==> src/rtl/double_dabble.sv <==
// ============================================================================
// Module  : double_dabble
// Purpose : Sequential binary-to-BCD converter (shift-add-3), one shift per clock.
//           Build option DOUBLE_DABBLE_ONESHOT_EN parks the FSM in DONE after
//           the first conversion; undefined gives a free-running converter.
// Revision: 1.0
// ============================================================================
`default_nettype none

module double_dabble #(
  parameter int WIDTH  = 32,
  parameter int DIGITS = 10
) (
  input  logic                  clock,
  input  logic                  reset,
  input  logic [WIDTH-1:0]      bin,
  output logic [4*DIGITS-1:0]   bcd,
  output logic                  done
);

  localparam int CNT_W = $clog2(WIDTH + 1);

  typedef enum logic [1:0] {
    LOAD  = 2'd0,
    SHIFT = 2'd1,
    DONE  = 2'd2
  } state_t;

  state_t               state;
  state_t               state_nx;
  logic [4*DIGITS-1:0]  digits;
  logic [4*DIGITS-1:0]  digits_adj;
  logic [WIDTH-1:0]     bits;
  logic [CNT_W-1:0]     count;
  logic                 last_shift;

  assign last_shift = (count == CNT_W'(WIDTH - 1));

  // Add-3 correction wraps modulo 16; digit sizing keeps the top digit in range.
  for (genvar k = 0; k < DIGITS; k++) begin : g_digit
    assign digits_adj[4*k +: 4] = (digits[4*k +: 4] >= 4'd5) ?
                                  (digits[4*k +: 4] + 4'd3) : digits[4*k +: 4];
  end

  always_ff @(posedge clock) begin
    if (!reset) begin
      state <= LOAD;
    end else begin
      state <= state_nx;
    end
  end

  always_comb begin
    state_nx = state;
    case (state)
      LOAD:    state_nx = SHIFT;
      SHIFT:   if (last_shift) state_nx = DONE;
`ifdef DOUBLE_DABBLE_ONESHOT_EN
      DONE:    state_nx = DONE;
`else
      DONE:    state_nx = LOAD;
`endif
      default: state_nx = LOAD;
    endcase
  end

  always_ff @(posedge clock) begin
    if (!reset) begin
      bcd    <= '0;
      done   <= 1'b0;
      digits <= '0;
      bits   <= '0;
      count  <= '0;
    end else begin
      case (state)
        LOAD: begin
          bits   <= bin;
          digits <= '0;
          count  <= '0;
          done   <= 1'b0;
        end
        SHIFT: begin
          {digits, bits} <= {digits_adj[4*DIGITS-2:0], bits, 1'b0};
          count          <= count + CNT_W'(1);
        end
        DONE: begin
          bcd  <= digits;
          done <= 1'b1;
        end
        default: begin
          done <= 1'b0;
        end
      endcase
    end
  end

endmodule

`default_nettype wire

==> config.mk <==
export PLATFORM = sky130hd
export DESIGN_NAME = double_dabble
export DESIGN_NICKNAME = d
export VERILOG_FILES = /design/src/rtl/double_dabble.sv
export SDC_FILE = /design/constraint.sdc
export NUM_CORES = 1
export LEC_CHECK = 0
export ABC_AREA = 1
export CAP_MARGIN = 20
export CORE_UTILIZATION = 50
export CTS_CLUSTER_DIAMETER = 80
export DETAILED_ROUTE_END_ITERATION = 7
export PLACE_DENSITY = 0.81
export SETUP_SLACK_MARGIN = 0.02
export SLEW_MARGIN = 40
export SYNTH_ARGS = -nofsm -noshare
export SYNTH_HDL_FRONTEND = slang
export SYNTH_SLANG_ARGS = --single-unit
export TNS_END_PERCENT = 100
==> constraint.sdc <==
create_clock -name clock -period 1.75 [get_ports clock]
set_clock_uncertainty 0.05 [all_clocks]
set_input_delay 0.35 -clock clock [delete_from_list [all_inputs] [get_ports clock]]
set_output_delay 0.35 -clock clock [all_outputs]
set_load 0.03 [all_outputs]
# Word level (Yosys, flattened, before mapping)
# Cells that the tools add are included.
[classes]
addsub = 11
n_lt_le_gt_ge = 10
eq_ne = 4
muxes = 16
reduce_logical = 2
[ops]
columns = ["op", "count"]
rows = [
  ["$pmux 40 s2", 1],
  ["$pmux 32 s2", 1],
  ["$ge 4x3->1 const B", 10],
  ["$add 4x2->4 const B", 9],
  ["$mux 4", 9],
  ["$pmux 6 s2", 1],
  ["$add 6x1->6 const B", 1],
  ["$eq 6x5->1 const B", 1],
  ["$pmux 2 s2", 1],
  ["$add 3x2->3 const B", 1],
  ["$mux 3", 1],
  ["$eq 2x1->1 const B", 1],
  ["$eq 2x2->1 const B", 1],
  ["$logic_not 2->1", 1],
  ["$mux 2", 1],
  ["$ne 2x2->1 const B", 1],
  ["$pmux 1 s2", 1],
  ["$reduce_bool 2->1", 1],
]
[totals]
regBits = 121
in_bits = 34
out_inout_bits = 41
elab_cells = 49

# Logic depth before layout (Yosys ltp)
[depth]
depth_word = 3
ltp_mapped = 9

# Least setup slack after synthesis
# Ideal clock, no wire load.
[synth_timing]
path_kind = "input -> register"
startpoint = "input port reset"
endpoint = "register digits[12]"
arrival_ns = 1.084
setup_slack_ns = 0.489
cell_stages = 5
n_path_buf = 3
cell_sequence = "buf_2 -> inv_1 -> buf_2 -> clkbuf_1 -> nor2_1"
[synth_lines]
columns = ["item", "line", "source"]
rows = [
  ["from (decl)", "15", "input logic reset,"],
  ["to (signal assigned)", "83", "{digits, bits} <= {digits_adj[4*DIGITS-2:0], bits, 1'b0};"],
  ["to (decl)", "31", "logic [4*DIGITS-1:0] digits;"],
]
# No word-level cell between the ends.

# Worst setup path in the final report
[layout_timing]
startpoint = "register bcd[36]"
endpoint = "output port bcd[36]"
[layout_lines]
columns = ["item", "line", "source"]
rows = [
  ["from (decl)", "17", "output logic [4*DIGITS-1:0] bcd,"],
  ["from (signal assigned)", "87", "bcd <= digits;"],
]
# No word-level cell between the ends.

==> flow_summary_export.csv <==
group,metric,value,unit
critical_path,slowest_delay,0.42,ns
route,avgRoutedWirePerCell,12.9,microns
final_layout,drive_above_1_share,6.14,%
synth,synth_top_area_cell,"dfxtp_1",
flow_run,cap_violations,0,
synth,synth_fp_nets,806,
critical_path,cpMaxStageDelayCell,"dlygate4sd2_1",
synth,synth_ff_type,"dfxtp_1",
critical_path,startpoint,"bcd[36]",
final_layout,final_util,65.8,%
synth,yosys-top-cells-area,"dfxtp_1 45%, nand2_1 13%, nand3_1 8.7%, o21ai_0 5.6%, inv_1 5.5%",
floorplan,die_width,106,microns
critical_path,cp-start-kind,"flop",
pwr,p_leak,3.03,nW
global_routing,grt_overflow,0,
timing,setup_viol,0,
final_layout,seq_area,2420,sq um
clocking,cts_resized,41,
route,wl,12.5,mm
clocking,cts_setup_buffers,0,
final_layout,final_nets,873,
clocking,hold_buffers,0,
clocking,htreeDepth,4,
floorplan,die_h,106,microns
route,initialDrtViolationCount,343,
timing,timing.final.hold_violations,0,
critical_path,cp.depth,1,
clocking,cts.sinks,121,
synth,synth_commonest_cells,"187 x nand2_1, 121 x dfxtp_1, 95 x nand3_1",
critical_path,r2r_slack,0.27,ns
floorplan,dieArea,11300,sq um
critical_path,setup.worst_path.end,"bcd[36]",
clocking,tritoncts,"yes",
hold_path,hp-class,"in2reg",
timing,fin_crit_sh,95.5,%
pwr,ir_drop,737,uV
global_routing,grt_pass1_wl,21.3,mm
timing,slew_viol_final,0,
floorplan,io_pins,75,
timing,rsz0062_at_grt,"no",
route,viasPerCell,5.34,
synth,synth_edf_count,0,
final_layout,multi_input_area,2530,sq um
synth,syn-cell-area,5440,sq um
floorplan,core,10400,sq um
timing,tightest_slew,0.403,ns
synth,synth_most_common_cell,"nand2_1",
timing,min_period,1.67,ns
run_status,outcome,"finished clean",
clocking,clock_path_buffers,2,
clocking,cts_buffers,17,
critical_path,arrival,1.27,ns
route,dr_wl_met3,507,microns
global_routing,grt_use_total,23.3,%
route,ant_nets,0,
global_routing,grt_pass1_vias,4954,
synth,synth_top_cell_area_share,44.6,%
final_layout,fillers,907,
hold_path,worstHoldStart,"reset",
route,firstDrtPassIters,4,
placement,portBuffers,74,
critical_path,critical_path.top_delay_family,"buffers and inverters",
critical_path,r2r-start,"digits[20]",
synth,ys_seq_area_share,44.6,%
clocking,clk_pin_slew,0.06,ns
global_routing,antenna_found_initial,0,
route,vias,5162,
synth,synth_cell_types,22,
floorplan,initial_core_util,52.2,%
critical_path,endpoint_kind,"primary output",
critical_path,path_cells,"dlygate4sd2_1",
clocking,clkLatencyLatePin,0.51,ns
critical_path,path_buf_inv,1,
synth,synth.avg_cell_area,7.24,sq um
pwr,pwr_density_cell,967,nW/um^2
critical_path,worstPathRequired,1.35,ns
critical_path,r2r_end,"digits[24]",
timing,relSlewSlack,73.2,%
route,wl_met2,6.28,mm
global_routing,grt_start_max_net_pins,51,
clocking,clock-root-buffer,"clkbuf_8",
floorplan,rows,37,
placement,hpwl,8.26,mm
critical_path,critPathMaxFanout,2,
synth,synth-async-reset-ratio,0,%
route,drt-met1-wl,5.46,mm
critical_path,critPathKind,"reg2out",
route,drc,0,
synth,yosys_register_bits,121,
route,highest-signal-layer,"met4",
final_layout,area_growth,26.0,%
critical_path,reg2reg_depth,9,
synth,postSynthCellCount,751,
final_layout,antenna_cells,0,
timing,fin_tns_setup,0,ns
timing,fmax,598,MHz
synth,yosysWarnings,0,
placement,gp_congestion,0.842,
## how the worst min path moves through the flow
stage / endpoint / depth (start not counted) / slack [ns]
floorplan: count[4] / 1 / 0.37
global placement: count[4] / 1 / 0.39
detailed placement: digits[39] / 2 / 0.41
CTS: count[0] / 3 / 0.13
global route: count[0] / 3 / 0.13
finish: count[0] / 3 / 0.14
## final cells by class
type                    count  share of cell area (%)
inverters                  82                    4.49
clock inverters            13                    2.59
clock buffers              19                    6.16
well taps                 136                    2.48
flip-flops and latches    121                    35.4
repair buffers             88                    11.9
multi-input cells         508                    37.0
## cells in the final DEF, fill, tap and decap left out
cell type and count:
a211oi_1 1, a21oi_1 51, a22oi_1 17, a31oi_1 4, and3_1 1, buf_12 2
buf_2 1, buf_4 12, bufinv_16 4, clkbuf_1 2, clkbuf_16 16, clkbuf_8 1
clkdlybuf4s50_1 32, clkinv_2 4, clkinvlp_4 5, dfxtp_1 120, dfxtp_2 1, dlygate4sd2_1 41
ha_1 21, inv_1 79, inv_2 3, nand2_1 187, nand3_1 95, nand4_1 21
nor2_1 33, nor2_2 1, nor2_4 1, nor3_1 2, o211ai_1 8, o21ai_0 61
o22ai_1 4
## state kept, by name, summed over array words and instances, names as in the netlist
register and flops:
done 1, state 2, bcd 40, digits 40, count 6, bits 32
## metal layers
layer  GRT usage, %  vias to the layer above
li1               -                     2626
met3           4.35                       25
met5              0                        -
met1           27.0                     2369
met2           41.0                      142
met4           11.6                        0
## power breakdown
| part | leakage [nW] | internal, mW | switching (mW) |
|---|---|---|---|
| combinational | 1.76 | 0.124 | 0.143 |
| sequential | 0.982 | 2.80 | 0.0247 |
| clock | 0.280 | 2.30 | 1.23 |
## tightest hold or removal path, delay by kind of cell
family / cells / cell delay [ns]
buf+inv: 2 / 0.24
compound gates: 1 / 0.05
## stage by stage
stage | std cells | hold slack, ns | total power, mW | area [sq um] | setup slack, ns
finish | 967 | 0.136 | 6.63 | 6850 | 0.0783
global route | 967 | 0.126 | 6.83 | 6850 | 0.0421
CTS | 967 | 0.128 | 6.68 | 6850 | 0.0505
detailed placement | 935 | 0.405 | 3.15 | 6300 | 0.319
global placement | 935 | 0.390 | 3.14 | 6300 | 0.357
floorplan | 751 | 0.372 | 3.03 | 5440 | 0.489
## kinds of logic (layout without fill, tap and decap cells)
kind of cell | Yosys count | in the layout | share of synthesized area [%]
flip-flops | 121 | 121 | 44.6
AND/OR/NAND/NOR | 341 | 341 | 27.0
AO/OA/AOI/OAI | 146 | 146 | 14.8
buffers and inverters | 122 | 202 | 8.79
adder cells (fa/ha/maj) | 21 | 21 | 4.83
Power figures use the tool's default switching activity.
